### src/rtl/alu_ex_stage.sv
// Execute stage for the 16-bit WISC datapath.
// Saturating ADD/SUB, XOR, SLL/SRA through the Shifter, and ROR, all with a registered result and Z/V/N flags.

module Shifter (
  input  logic [15:0] Shift_In,
  input  logic [3:0]  Shift_Val,
  input  logic        Mode,
  output logic [15:0] Shift_Out
);

  logic        fill;
  logic [15:0] s1, s2, s4;

  // Log-depth barrel: Mode=0 is a logical left shift, Mode=1 is an arithmetic right shift.
  always_comb begin
    fill = Mode & Shift_In[15];
    if (!Shift_Val[0])  s1 = Shift_In;
    else if (Mode)      s1 = {fill, Shift_In[15:1]};
    else                s1 = {Shift_In[14:0], 1'b0};
    if (!Shift_Val[1])  s2 = s1;
    else if (Mode)      s2 = {{2{fill}}, s1[15:2]};
    else                s2 = {s1[13:0], 2'b0};
    if (!Shift_Val[2])  s4 = s2;
    else if (Mode)      s4 = {{4{fill}}, s2[15:4]};
    else                s4 = {s2[11:0], 4'b0};
    if (!Shift_Val[3])  Shift_Out = s4;
    else if (Mode)      Shift_Out = {{8{fill}}, s4[15:8]};
    else                Shift_Out = {s4[7:0], 8'b0};
  end

endmodule

module alu_ex_stage #(
  parameter int unsigned WIDTH = 16
) (
  input  logic             clk,
  input  logic             rst,
  input  logic             stall,
  input  logic             flush,
  input  logic             id_valid,
  input  logic [3:0]       opcode,
  input  logic [WIDTH-1:0] srcA,
  input  logic [WIDTH-1:0] srcB,
  input  logic [3:0]       shamt,
  output logic             ex_valid,
  output logic [WIDTH-1:0] ex_result,
  output logic [3:0]       ex_opcode,
  output logic             ZF,
  output logic             VF,
  output logic             NF,
  output logic             illegal_op
);

  localparam int unsigned MSB = WIDTH - 1;
  localparam logic [3:0] OP_ADD = 4'b0000;
  localparam logic [3:0] OP_SUB = 4'b0001;
  localparam logic [3:0] OP_XOR = 4'b0010;
  localparam logic [3:0] OP_SLL = 4'b0100;
  localparam logic [3:0] OP_SRA = 4'b0101;
  localparam logic [3:0] OP_ROR = 4'b0110;
  localparam logic [WIDTH-1:0] SAT_POS = {1'b0, {(WIDTH-1){1'b1}}};
  localparam logic [WIDTH-1:0] SAT_NEG = {1'b1, {(WIDTH-1){1'b0}}};

  logic             ex_valid_q, ex_valid_d;
  logic [WIDTH-1:0] ex_result_q, ex_result_d;
  logic [3:0]       ex_opcode_q, ex_opcode_d;
  logic             zf_q, zf_d, vf_q, vf_d, nf_q, nf_d;
  logic             illegal_op_q, illegal_op_d;

  logic [WIDTH-1:0] sum, diff, ror_res, shift_res, alu_res;
  logic             add_ovf, sub_ovf, alu_ovf, is_arith, legal;

  Shifter u_shifter (
    .Shift_In  (srcA),
    .Shift_Val (shamt),
    .Mode      (opcode == OP_SRA),
    .Shift_Out (shift_res)
  );

  // Combinational ALU; overflow is detected from operand and raw result sign bits.
  always_comb begin
    sum      = srcA + srcB;
    diff     = srcA - srcB;
    add_ovf  = (srcA[MSB] == srcB[MSB]) && (sum[MSB] != srcA[MSB]);
    sub_ovf  = (srcA[MSB] != srcB[MSB]) && (diff[MSB] != srcA[MSB]);
    ror_res  = (srcA >> shamt) | (srcA << (5'(WIDTH) - {1'b0, shamt}));
    alu_res  = '0;
    alu_ovf  = 1'b0;
    is_arith = 1'b0;
    legal    = 1'b1;
    case (opcode)
      OP_ADD: begin
        alu_res  = add_ovf ? (srcA[MSB] ? SAT_NEG : SAT_POS) : sum;
        alu_ovf  = add_ovf;
        is_arith = 1'b1;
      end
      OP_SUB: begin
        alu_res  = sub_ovf ? (srcA[MSB] ? SAT_NEG : SAT_POS) : diff;
        alu_ovf  = sub_ovf;
        is_arith = 1'b1;
      end
      OP_XOR:         alu_res = srcA ^ srcB;
      OP_SLL, OP_SRA: alu_res = shift_res;
      OP_ROR:         alu_res = ror_res;
      default:        legal   = 1'b0;
    endcase
  end

  // Next state: flush beats stall; flags move only on a valid legal instruction.
  always_comb begin
    ex_valid_d   = ex_valid_q;
    ex_result_d  = ex_result_q;
    ex_opcode_d  = ex_opcode_q;
    zf_d         = zf_q;
    vf_d         = vf_q;
    nf_d         = nf_q;
    illegal_op_d = illegal_op_q;
    if (flush || (!stall && !id_valid)) begin
      ex_valid_d   = 1'b0;
      ex_result_d  = '0;
      illegal_op_d = 1'b0;
    end else if (!stall) begin
      ex_valid_d   = 1'b1;
      ex_opcode_d  = opcode;
      illegal_op_d = !legal;
      ex_result_d  = legal ? alu_res : '0;
      if (legal) begin
        zf_d = (alu_res == '0);
        if (is_arith) begin
          vf_d = alu_ovf;
          nf_d = alu_res[MSB];
        end
      end
    end
  end

  always_ff @(posedge clk) begin
    if (rst) begin
      ex_valid_q   <= 1'b0;
      ex_result_q  <= '0;
      ex_opcode_q  <= '0;
      zf_q         <= 1'b0;
      vf_q         <= 1'b0;
      nf_q         <= 1'b0;
      illegal_op_q <= 1'b0;
    end else begin
      ex_valid_q   <= ex_valid_d;
      ex_result_q  <= ex_result_d;
      ex_opcode_q  <= ex_opcode_d;
      zf_q         <= zf_d;
      vf_q         <= vf_d;
      nf_q         <= nf_d;
      illegal_op_q <= illegal_op_d;
    end
  end

  assign ex_valid   = ex_valid_q;
  assign ex_result  = ex_result_q;
  assign ex_opcode  = ex_opcode_q;
  assign ZF         = zf_q;
  assign VF         = vf_q;
  assign NF         = nf_q;
  assign illegal_op = illegal_op_q;

endmodule

### config.mk
export PLATFORM = sky130hd
export DESIGN_NAME = alu_ex_stage
export DESIGN_NICKNAME = d
export VERILOG_FILES = /design/src/rtl/alu_ex_stage.sv
export SDC_FILE = /design/constraint.sdc
export NUM_CORES = 1
export LEC_CHECK = 0
export CAP_MARGIN = 20
export CORE_MARGIN = 2
export CORE_UTILIZATION = 55
export CTS_CLUSTER_DIAMETER = 30
export DETAILED_ROUTE_END_ITERATION = 8
export PLACE_DENSITY_LB_ADDON = 0.12
export SLEW_MARGIN = 20
export SYNTH_ARGS = -nofsm -noshare
export SYNTH_HDL_FRONTEND = slang
export SYNTH_SLANG_ARGS = --single-unit
### constraint.sdc
create_clock -name clk -period 7.19 [get_ports clk]
set_clock_uncertainty 0.1 [all_clocks]
set_input_delay 0.719 -clock clk [delete_from_list [all_inputs] [get_ports clk]]
set_output_delay 0.719 -clock clk [all_outputs]
set_load 0.02 [all_outputs]
==> results of run 1 <==
## power groups by stage
stage	Combinational, µW	Clock (µW)	Sequential, µW
floorplan	325	0	152
global placement	479	0	147
detailed placement	487	0	147
CTS	489	125	144
global route	539	132	145
finish	512	124	144
## layout make-up
type / count / area (µm²)
tap: 143 / 178.9
sequential: 25 / 500.5
clock buffer: 3 / 75.07
timing repair buffer: 95 / 873.3
inverter: 32 / 120.1
clock inverter: 1 / 7.507
multi-input combinational: 775 / 5499
fill: 1033 / 4213
## worst max-delay path: cells and delay by family
family | cells | cell delay (ns)
and+or+nand+nor | 5 | 1.40
buffers and inverters | 1 | 0.68
AOI/OAI and AO/OA | 13 | 2.38
adders and majority gates | 2 | 1.23
## cells in the final DEF, fill, tap and decap left out, types with 6 or more instances in the layout
cell and n:
or4_1 6, a221oi_1 8, nor2_1 100, mux4_2 20
o21ai_0 49, a31oi_1 17, nor3b_1 8, o21bai_1 6
nor4_1 8, ha_1 31, buf_4 27, o311ai_0 6
mux2_2 8, xnor2_1 14, mux2i_1 51, clkdlybuf4s50_1 66
nor2b_1 24, xor2_1 8, o22ai_1 10, inv_1 28
and3_1 6, o211ai_1 9, a211oi_1 16, nand3_1 22
o221ai_1 6, a21oi_1 69, dfxtp_1 25, nor3_1 20
nand2b_1 20, a311oi_1 9, nand2_1 87, o21a_1 13
## cell families after synthesis
logic type | after synthesis
muxes | 85
and+or+nand+nor | 343
AOI/OAI and AO/OA | 291
buffers and inverters | 119
DFF | 25
xor gates and xnor gates | 22
adders and majority gates | 34
## final timing paths
check                        startpoint                          to  slack [ns]  cells after the start
max                             srcA[3]             ZF$_SDFFE_PP0P_        0.81                     21
min               ex_valid$_SDFFE_PP0N_       ex_valid$_SDFFE_PP0N_        0.36                      1
max reg2reg  ex_result[13]$_SDFFE_PP0N_  ex_result[13]$_SDFFE_PP0N_        6.32                      2
min reg2reg       ex_valid$_SDFFE_PP0N_       ex_valid$_SDFFE_PP0N_        0.36                      1
## through the flow
stage | area (µm²) | util (%) | instances
floorplan | 6501 | - | 919
CTS | 7254 | 63.26 | 1074
global placement | 7172 | 62.54 | 1070
finish | 7254 | 63.26 | 1074
global route | 7254 | 63.26 | 1074
detailed placement | 7172 | 62.54 | 1070
## flip-flops by register name, indices dropped and copies added, names as in the netlist
| register | flops |
|---|---|
| VF | 1 |
| ZF | 1 |
| ex_valid | 1 |
| NF | 1 |
| ex_opcode | 4 |
| illegal_op | 1 |
| ex_result | 16 |
## synthesized netlist by cell type, drive strengths merged, types with 6 or more instances
master | n | area [µm²]
mux4 | 20 | 450.4
inv | 31 | 116.4
o22ai | 10 | 62.56
a31oi | 17 | 106.4
dfxtp | 25 | 500.5
o211ai | 9 | 67.56
o311ai | 8 | 70.07
a311oi | 9 | 78.83
ha | 31 | 387.9
mux2 | 14 | 161.4
nand3 | 22 | 110.1
nand2b | 20 | 125.1
xnor2 | 14 | 122.6
nor3 | 21 | 116.4
o21a | 13 | 97.59
nor3b | 8 | 60.06
and3 | 6 | 37.54
clkbuf | 57 | 214.0
xor2 | 8 | 70.07
nand2 | 87 | 326.6
buf | 30 | 173.9
nor2 | 100 | 375.4
nor2b | 24 | 150.1
o21bai | 6 | 45.04
a21oi | 69 | 345.3
a211oi | 16 | 120.1
o221ai | 6 | 52.55
or4 | 6 | 45.04
o21ai | 54 | 270.3
a221oi | 9 | 85.08
nor4 | 8 | 50.05
mux2i | 51 | 510.5
or2 | 6 | 37.54
## layer usage
layer	wire (µm)	up-vias
met4	1308	0
met5	0	-
met1	10680	3650
met2	11470	601
met3	3654	108
li1	-	3472
==> results.cfg, run 1 <==
[status]
status = finished clean

[yosys]
ys.flop_type = dfxtp_1
ys_ff_latch = 25
async_flop_share_pct = 0
ys_warn_count = 0
synth_compound_area_share_pct = 30.79
synth_cells = 919
synth_edf_count = 0
synth_nets = 998
yosys.area_share.xor_xnor_pct = 2.964
syn_area_um2 = 6501
synth.area.mux_share_pct = 17.26
synth_top_family_by_area = compound AO/OA/AOI/OAI gates
ys_seq_area_share_pct = 7.698
synthAdderAreaFrac_pct = 6.890
synth_cell_type_count = 86
avgSynthCellArea_um2 = 7.074
yosys.area_share.simple_pct = 26.58

[clocking]
clk_latency_ns = 0.26
ctsHoldBuffers = 0
cts_sinks = 25
cts_buffer_depth = 2
cts_root_buf = clkbuf_16
cts_tree = yes
cts_made_buffers = 3
path_clk_slew_ns = 0.06
cts-resized-gates = 0
cts_setup_buffers = 0
htreeDepth = 1

[routing]
drc = 0
wl_per_cell_um = 25.25
vias_per_cell = 7.291
drt_iter0_markers = 1338
first_pass_iters = 6
ant_nets = 0
via_count = 7831
wirelength_um = 27120

[timing]
setup_viol = 0
worst_slew_margin_rel_pct = 30.82
fin_tns_setup_ns = 0
maxSlewViolCount = 0
final_hold_viol_count = 0
rsz0062_at_grt = no
fmax_mhz = 156.7
layout_setup_ws_ns = 0.8067
tightest_slew_ns = 1.035
worst_hold_slack_ns = 0.3643
fin_crit_ns = 6.383
finalCritPeriodShare_pct = 88.78

[hold_path]
hold_path_class = reg -> reg

[critical_path]
cp_max_fo = 15
critPathKind = in -> reg
worst_path_max_delay_cell = clkdlybuf4s50_1
arrival_ns = 6.46
required_ns = 7.26
end_kind = flip-flop
cp_cell_sequence = clkdlybuf4s50_1 -> ha_1 -> o211a_1 -> o221ai_1 -> a211oi_1 -> a211oi_1 -> o21ai_0 -> o21a_1 -> o21ai_0 -> nand2b_1 -> a21oi_1 -> fa_1 -> a21oi_1 -> o211ai_1 -> o2111ai_1 -> or4_1 -> nand4b_4 -> a2111oi_4 -> nand4_1 -> or4_1 -> o41ai_2
cpPeakStageDelay_ns = 0.68
start_kind = primary input

[floorplanning]
start_util_pct = 56.69
rows = 39
fp.coreArea_um2 = 11470
ios = 70
die_area_um2 = 12710
die_w_um = 112.7
die_h_um = 112.7

[grt]
grtUsageTotal_pct = 41.11
grt_pass1_wl_um = 41210
antenna_found_initial = 0
top_usage_layer = met2
use_met1_pct = 55.18
grt_util_met3_pct = 11.25
met2_usage_pct = 62.32
first_global_vias = 7250
grt_max_degree = 72
gr-total-overflow = 0

[pwr]
p_int_uw = 409.6
powerDensity_nw_per_um2 = 107.6
ir_drop_uv = 174.2
sw_frac_of_total_pct = 47.52
p_seq_share_pct = 18.5
total_power_uw = 780.3
clock_power_share_pct = 15.9
p_switching_uw = 370.8
pwr-share-comb_pct = 65.6
p_leak_uw = 0.002815

[flow_run]
drv_cap = 0

[placement]
routabilityCongestion = 1.079
place_ws_ns = 0.5918
dpl.hpwl_um = 20650
numPortBuffers = 69

[cells_and_area]
antennaDiodeCount = 0
final_nets = 1011
drive_gt1_share_pct = 9.237
syn2layout_area_growth_pct = 11.59
Note: power is estimated with default switching activity, not from simulation.
==> inputs of run 2 (changes only) <==
- REMOVE_ABC_BUFFERS: unset -> 1
==> run 2 against run 1 <==
The run now ends with DRC left. Register-to-register slack is essentially flat. Cell area rose by 0.16%. Highest routed layer unchanged. Worst hold slack gained 0.0069 ns. Flip-flop and latch count unchanged. Largest cell class unchanged. Sequential share of layout area about the same.
==> results.cfg, run 2 (synthesis results as in run 1) <==
[cells_and_area]
layout_commonest_cell = nor2_1
largest_register_ffs = 16
drive_gt1_share_pct = 9.452
final_cell_mix = 100 x nor2_1, 87 x nand2_1, 69 x a21oi_1, 66 x clkdlybuf4s50_1, 51 x mux2i_1
final_nets = 1011
final_core_util_pct = 63.36
final_cells = 1074
syn2layout_area_growth_pct = 11.76
antennaDiodeCount = 0

[grt]
grtUsageTotal_pct = 42.11
grt_pass1_wl_um = 42220
grt_max_degree = 63
antenna_found_initial = 0
first_global_vias = 7357
gr-total-overflow = 0

[status]
status = finished, violations left
violations = DRC

[routing]
drc = 17
ant_nets = 0
vias_per_cell = 7.423
via_count = 7972
wl_per_cell_um = 25.81
first_pass_iters = 9
wirelength_um = 27720
drt_iter0_markers = 1180

[timing]
worst_hold_slack_ns = 0.3713
setup_viol = 0
fin_tns_setup_ns = 0
fin_crit_ns = 6.640
final_hold_viol_count = 0
rsz0062_at_grt = no
tightest_slew_ns = 0.9252
worst_slew_margin_rel_pct = 36.73
maxSlewViolCount = 0
finalCritPeriodShare_pct = 92.34
fmax_mhz = 150.6

[critical_path]
arrival_ns = 6.70
cp_max_fo = 14
start_kind = primary input
worst_path_max_delay_cell = nor4bb_1
cp_cell_sequence = clkdlybuf4s50_1 -> buf_4 -> ha_1 -> or2_1 -> o211a_1 -> o221ai_1 -> a211oi_1 -> a211oi_1 -> o21ai_0 -> o21a_1 -> o21ai_0 -> nand2b_1 -> a21oi_1 -> fa_1 -> nand2_1 -> nand2_1 -> o21ai_0 -> o211ai_1 -> a311oi_1 -> nor4bb_1 -> nand3_1 -> or4_1 -> o41ai_2
path_common_cell = o21ai_0
cp_num_buf_inv = 2
reg2reg_setup_slack_ns = 6.32
critPathKind = in -> reg
end_kind = flip-flop
required_ns = 7.25
critPathTopFamily = compound AO/OA/AOI/OAI gates
cpPeakStageDelay_ns = 0.73

[clocking]
cts-resized-gates = 0
cts_root_buf = clkbuf_16
cts_made_buffers = 3
cts_buffer_depth = 2
cts_setup_buffers = 0
cts_sinks = 25
path_clk_slew_ns = 0.07
ctsHoldBuffers = 0
clk_latency_ns = 0.26
cts_tree = yes
htreeDepth = 1

[pwr]
powerDensity_nw_per_um2 = 107.6
ir_drop_uv = 148.2
p_leak_uw = 0.002825

[floorplanning]
die_w_um = 112.7
fp.coreArea_um2 = 11470
die_h_um = 112.7
rows = 39
start_util_pct = 56.69
ios = 70
die_area_um2 = 12710

[hold_path]
hold_path_class = reg -> reg

[placement]
routabilityCongestion = 1.155
numPortBuffers = 69
dpl.hpwl_um = 21180
dp.cells = 1070

[flow_run]
drv_cap = 0
[run 2: worst reg2reg max path: stages, from the launching register on]
cell      delay, ns
dfxtp_1        0.40
nand3b_1       0.19
o41ai_2        0.09
[run 2: layout make-up]
type	count	area (µm²)
clock buffer	3	75.07
fill	997	4202
multi-input combinational	775	5513
clock inverter	1	5.005
timing repair buffer	95	873.3
inverter	32	120.1
tap	143	178.9
sequential	25	500.5
[run 2: routing by layer]
layer / vias to the layer above / share of wire, % / global-route usage (%)
met4: 0 / 6.3 / 17.72
met3: 172 / 15 / 15.16
li1: 3457 / - / -
met2: 666 / 41 / 61.68
met5: - / 0 / 0
met1: 3677 / 37 / 56.08
[run 2: path summary, 6_finish.rpt]
| kind | endpoint | cells past startpoint | startpoint |
|---|---|---|---|
| setup / recovery | ZF$_SDFFE_PP0P_ | 23 | srcA[2] |
| hold / removal | ex_valid$_SDFFE_PP0N_ | 1 | ex_valid$_SDFFE_PP0N_ |
| hold reg to reg | ex_valid$_SDFFE_PP0N_ | 1 | ex_valid$_SDFFE_PP0N_ |
| setup reg to reg | ZF$_SDFFE_PP0P_ | 2 | ZF$_SDFFE_PP0P_ |
[run 2: per-stage QoR]
| step | setup slack, ns | instance area (µm²) | power (µW) |
|---|---|---|---|
| 6_report | 0.5504 | 7266 | 782.0 |
| 3_5_place_dp | 0.4646 | 7178 | 631.7 |
| 2_1_floorplan | 1.878 | 6113 | 437.0 |
| 4_1_cts | 0.6874 | 7258 | 757.5 |
| 5_1_grt | 0.1733 | 7266 | 815.4 |
| 3_3_place_gp | 0.6144 | 7178 | 620.5 |
[run 2: where the power goes]
group / switching [µW] / total, µW / leakage [µW] / internal [µW]
combinational: 319 / 511 / 0.00258 / 192
clock: 51.4 / 126 / 0.0000409 / 75.0
sequential: 1.98 / 144 / 0.000203 / 142
total: 373 / 782 / 0.00282 / 409
==> inputs of run 3 (changes only) <==
- SYNTH_HIERARCHICAL: unset -> 1
==> run 3 against run 2 <==
The run now ends clean. Register-to-register slack barely moved. Global-route usage fell by 4.8 points. Cell area fell by 1.7%. Core utilization fell by 0.79 points. Combinational power rose by 1%. Synthesized cell count fell by 6.3%. Largest power group unchanged. Critical path type unchanged. Sequential share of layout area rose by 0.12 points. Worst hold slack got worse by 0.023 ns.
==> results.cfg, run 3 <==
[yosys]
synth.most_common_cell = nor2_1
async_flop_share_pct = 0
synth_cell_type_count = 94
syn_area_um2 = 6419
yosysTopAreaCell = mux2i_1
ys_warn_count = 6
ys.flop_type = dfxtp_1
synth_cells = 861
synth_edf_count = 0
ys_ff_latch = 25
ys_top_cells_by_area = mux2i_1 9.8%, mux4_2 8.1%, dfxtp_1 7.8%
synth_top_area_share_pct = 9.825
avgSynthCellArea_um2 = 7.455
ys_top_cells_by_count = 95 x nor2_1, 74 x a21oi_1, 63 x mux2i_1
ys_seq_area_share_pct = 7.797

[critical_path]
required_ns = 7.27
arrival_ns = 6.01
end_kind = flip-flop
cp_max_fo = 14
start_kind = primary input
critPathKind = in -> reg

[routing]
via_count = 7415
vias_per_cell = 7.206
wirelength_um = 24060
first_pass_iters = 6
drt_iter0_markers = 1189
wl_per_cell_um = 23.38
ant_nets = 0
drc = 0
met3WireLength_um = 3049
topRoutingLayerUsed = met4
drt-met1-wl_um = 9811
met2WireLength_um = 10320

[cells_and_area]
final_core_util_pct = 62.57
final_nets = 966
sequential_cell_area_um2 = 500.5
syn2layout_area_growth_pct = 11.31
drive_gt1_share_pct = 10.61
final_cells = 1029
final_cell_mix = 95 x nor2_1, 74 x a21oi_1, 67 x clkdlybuf4s50_1, 63 x mux2i_1, 53 x nand2_1
layout_commonest_cell = nor2_1
antennaDiodeCount = 0
largest_register_ffs = 16
multiInputGateArea_um2 = 5384
fillCellCount = 1070

[timing]
fmax_mhz = 168.7
final_hold_viol_count = 0
tightest_slew_ns = 0.9436
rsz0062_at_grt = no
worst_hold_slack_ns = 0.3484
finalCritPeriodShare_pct = 82.47
worst_slew_margin_rel_pct = 36.90
fin_crit_ns = 5.929
fin_tns_setup_ns = 0
setup_viol = 0
maxSlewViolCount = 0
layout_setup_ws_ns = 1.261

[clocking]
cts-resized-gates = 0
cts_sinks = 25
cts_buffer_depth = 2
cts_tree = yes
ctsHoldBuffers = 0
cts_setup_buffers = 0
cts_root_buf = clkbuf_16
path_clk_slew_ns = 0.07
clk_latency_ns = 0.25
cts_made_buffers = 3
htreeDepth = 1

[pwr]
p_leak_uw = 0.002645
clock_power_share_pct = 15.7
p_int_uw = 417.8
sw_frac_of_total_pct = 46.82
pwr-share-comb_pct = 66.0
p_seq_share_pct = 18.4
p_switching_uw = 367.8
powerDensity_nw_per_um2 = 110.0
ir_drop_uv = 126.5

[grt]
grt_pass1_wl_um = 37910
gr-total-overflow = 0
antenna_found_initial = 0
grtUsageTotal_pct = 37.34
first_global_vias = 6700
grt_max_degree = 59

[status]
status = finished clean

[floorplanning]
die_w_um = 112.0
fp.coreArea_um2 = 11420
start_util_pct = 56.21
die_h_um = 112.0
rows = 39
ios = 70
die_area_um2 = 12550

[flow_run]
drv_cap = 0

[placement]
place_ws_ns = 1.185
numPortBuffers = 69
dp.cells = 1025
routabilityCongestion = 1.107
dpl.hpwl_um = 18270

[hold_path]
hold_path_class = reg -> reg
[run 3: cell types whose count changed after synthesis, sizes merged, moves of 6 or more]
cell	change
nor2b	-10
clkbuf	-34
o21ai	-8
inv	+10
a21oi	+8
mux2i	+12
nor3	+6
buf	+16
nand2	-32
[run 3: final cells by class]
type                    instances  share of cell area, %
multi-input cells             725                  75.36
repair buffers                 90                  11.77
flip-flops and latches         25                  7.005
well taps                     143                  2.504
inverters                      42                  2.207
clock buffers                   3                  1.051
clock inverters                 1                 0.1051
[run 3: kinds of logic (layout without fill, tap and decap cells)]
| kind of cell | count (synthesis) | count (layout) | share of synthesized area, % |
|---|---|---|---|
| AOI/OAI and AO/OA | 290 | 290 | 31.85 |
| DFF | 25 | 25 | 7.797 |
| buffers and inverters | 111 | 136 | 8.402 |
| xor gates and xnor gates | 21 | 21 | 2.866 |
| adders and majority gates | 35 | 35 | 7.135 |
| and+or+nand+nor | 281 | 281 | 21.89 |
| muxes | 98 | 98 | 20.06 |
[run 3: final timing paths]
kind | to | depth (start not counted) | slack (ns) | from
worst max-delay path | ZF$_SDFFE_PP0P_ | 18 | 1.26 | srcA[1]
worst max register to register | ex_result[10]$_SDFFE_PP0N_ | 2 | 6.31 | ex_result[10]$_SDFFE_PP0N_
worst min-delay path | ex_valid$_SDFFE_PP0N_ | 2 | 0.35 | ex_valid$_SDFFE_PP0N_
worst min register to register | ex_valid$_SDFFE_PP0N_ | 2 | 0.35 | ex_valid$_SDFFE_PP0N_
[run 3: worst max-delay path, cell delays in order]
cell and delay, ns:
clkdlybuf4s50_1 0.82, ha_1 0.36, nor2b_1 0.17, o221a_4 0.27, o311a_1 0.34, a2111oi_2 0.46, o21bai_1 0.11, a21oi_1 0.20
fa_1 0.45, nand3b_1 0.16, and2_1 0.27, o21ai_1 0.11, a221oi_1 0.38, nor3b_1 0.29, nand4_1 0.16, nor4_2 0.35
nand4_1 0.15, o31ai_1 0.24
[run 3: power groups by stage]
stage	logic (µW)	clock network [µW]	registers, µW
floorplan	302	0	152
global placement	491	0	147
detailed placement	496	0	147
CTS	498	124	144
global route	549	130	145
finish	518	123	144
[run 3: metal layers]
layer	vias to the layer above	GRT usage, %
met4	0	10.33
li1	3309	-
met5	-	0
met1	3460	54.29
met2	568	57.05
met3	78	6.857
[run 3: stage by stage]
step | power, µW | cell area, µm²
3_5_place_dp | 643.1 | 7062
2_1_floorplan | 453.4 | 6037
4_1_cts | 765.8 | 7144
5_1_grt | 824.1 | 7144
6_report | 785.6 | 7144
3_3_place_gp | 638.1 | 7058
==> patch, RTL diff (config.mk and constraints of run 3) <==
`ex_result_q` no longer has a reset.
--- a/src/rtl/alu_ex_stage.sv
+++ b/src/rtl/alu_ex_stage.sv
@@ -137,7 +137,6 @@
   always_ff @(posedge clk) begin
     if (rst) begin
       ex_valid_q   <= 1'b0;
-      ex_result_q  <= '0;
       ex_opcode_q  <= '0;
       zf_q         <= 1'b0;
       vf_q         <= 1'b0;
@@ -145,13 +144,16 @@
       illegal_op_q <= 1'b0;
     end else begin
       ex_valid_q   <= ex_valid_d;
-      ex_result_q  <= ex_result_d;
       ex_opcode_q  <= ex_opcode_d;
       zf_q         <= zf_d;
       vf_q         <= vf_d;
       nf_q         <= nf_d;
       illegal_op_q <= illegal_op_d;
     end
+  end
+
+  always_ff @(posedge clk) begin
+    ex_result_q <= ex_result_d;
   end
 
   assign ex_valid   = ex_valid_q;
Formal check against the unedited RTL: not equivalent (Yosys sat finds a counterexample within 4 cycles, from zero or initial values and one cycle with rst high).
==> patch against run 3 <==
  * Sequential cell count stayed put
  * Wire length is 5.0% higher
  * Critical path type unchanged
  * Area after synthesis is 0.94% higher
  * Global-route usage is 1.4 points higher
  * Worst setup slack better by 110 ps
  * Total power is 0.40% higher
  * Non-clock buffer count stayed put
  * Final area is 0.96% higher
==> patch: results (changes against run 3) <==
** Run status
- The flow ran to the end, and the final reports show no timing, DRC or antenna violations.

** Worst setup path
- Dominant delay contributor by cell family on the critical path :: compound AO/OA/AOI/OAI gates
- The highest fanout seen on the critical path came to 15 (+1).
- The data arrival at the endpoint of the critical path is 5880 ps (-130 ps).
- Source of the worst register-to-register timing path :: NF$_SDFFE_PP0P_
- Crit. Startpoint :: srcA[5]

** Yosys
- Post-synthesis async set-or-reset flop share :: 0 (unchanged)
- Post-synthesis share of cell area spent on full adders, half adders and majority gates :: 0.0691 (-0.00221)
- Post-Synth XOR/XNOR Area :: 0.0228 (-0.00587)
- Unique cell type count in the Yosys netlist :: 92 (-2.1%)
- The post-synthesis instance total was 882 (+2.4%).
- The area fraction in compound gates after synthesis came to 0.335 (+0.0162).
- Sorting the synthesized cells by how often they occur yields 84 x sky130_fd_sc_hd__nor2_1, 70 x sky130_fd_sc_hd__mux2i_1, 67 x sky130_fd_sc_hd__nand2_1.
- The sequential-to-total area share from yosys stat was 0.0772 (-0.000723).
- Area contributors post-synth :: sky130_fd_sc_hd__mux2i_1 11%, sky130_fd_sc_hd__dfxtp_1 7.7%, sky130_fd_sc_hd__ha_1 6.0%
- Mux cell area share after synthesis :: 0.190 (-0.0102)

** Finish
- Share of post-route cells with drive strength above 1 :: 0.0993 (-0.00676)
- The number of filler cells placed in the layout came to 1056 (-1.3%).
- Post-layout nets :: 986 (+2.1%)

** Global route
- The wire length of the first global-routing pass was 39.4 mm (+3.9%).
- The global routing usage on met2 is 0.611 (+0.0403).
- The number of antenna violations at the first check in global routing is 1 (+1).
- Global-route usage over all layers :: 0.388 (+0.0144)
- GRT met1 Usage :: 0.521 (-0.0214)
- The number of global-route vias before repair was 7065 (+5.4%).
- Met3 track demand over resource in global routing :: 0.0740 (+0.00540)
- Largest net degree at the start of global routing :: 61 (+3.4%)

** Timing
- The remaining max-slew budget at the tightest pin came to 0.283 (-0.0863).

** Placed design
- DP Wirelength :: 18.9 mm (+3.2%)
- The pre-CTS setup slack is 1300 ps (+112 ps).
- Routability cong. :: 1.02 (-7.5%)
- The number of buffers added on ports was 69 (unchanged).
- The placed standard-cell area came to 7130 sq um (+0.97%).

** Drt
- Detailed-route wire length :: 25.3 mm (+5.0%)
- The total number of vias came to 7726 (+4.2%).
- Routed met1 length :: 9.91 mm (+1.0%)
- Violation count after the first detailed-routing iteration :: 963 (-19%)
- Met3 routed wirelength :: 3.05 mm (about the same)
- The met2 wire length came to 11.0 mm (+6.1%).
- Per-cell routed wire length :: 24.1 um (+3.0%)
- Detailed-router iteration count before antenna repair :: 9 (+3)

** Hold path
- The startpoint identified for the worst hold timing path is ex_result[11]$_SDFFE_PP0N_.
- Path category of the worst min-delay check :: reg -> reg

** Clocking
- Gates resized, CTS repair :: 0 (unchanged)
- The clock network latency to the later pin of the worst-skew pair was 250 ps (about the same).

** Pwr
- Static leakage :: 2.81 nW (+6.2%)
## patch: worst paths after layout
check | slack (ps) | depth (start not counted) | endpoint
min | 350 | 2 | ex_result[11]$_SDFFE_PP0N_
min reg2reg | 350 | 2 | ex_result[11]$_SDFFE_PP0N_
max | 1370 | 18 | ZF$_SDFFE_PP0P_
max reg2reg | 6360 | 2 | NF$_SDFFE_PP0P_
## patch: cell type report
cell class / instances / area [sq um] / area share
Multi-Input combinational cell: 748 / 5460 / 0.758
Inverter: 39 / 146 / 0.0203
Clock inverter: 1 / 7.51 / 0.00104
Clock buffer: 3 / 75.1 / 0.0104
Tap cell: 143 / 179 / 0.0248
Sequential cell: 25 / 500 / 0.0694
Timing Repair Buffer: 90 / 841 / 0.117
## patch: power by group
part	total (mW)	switching [mW]	leakage [nW]	internal, mW
clock	0.123	0.0480	0.0371	0.0754
combinational	0.523	0.325	2.57	0.198
sequential	0.142	0.00139	0.202	0.141
total	0.789	0.374	2.81	0.415
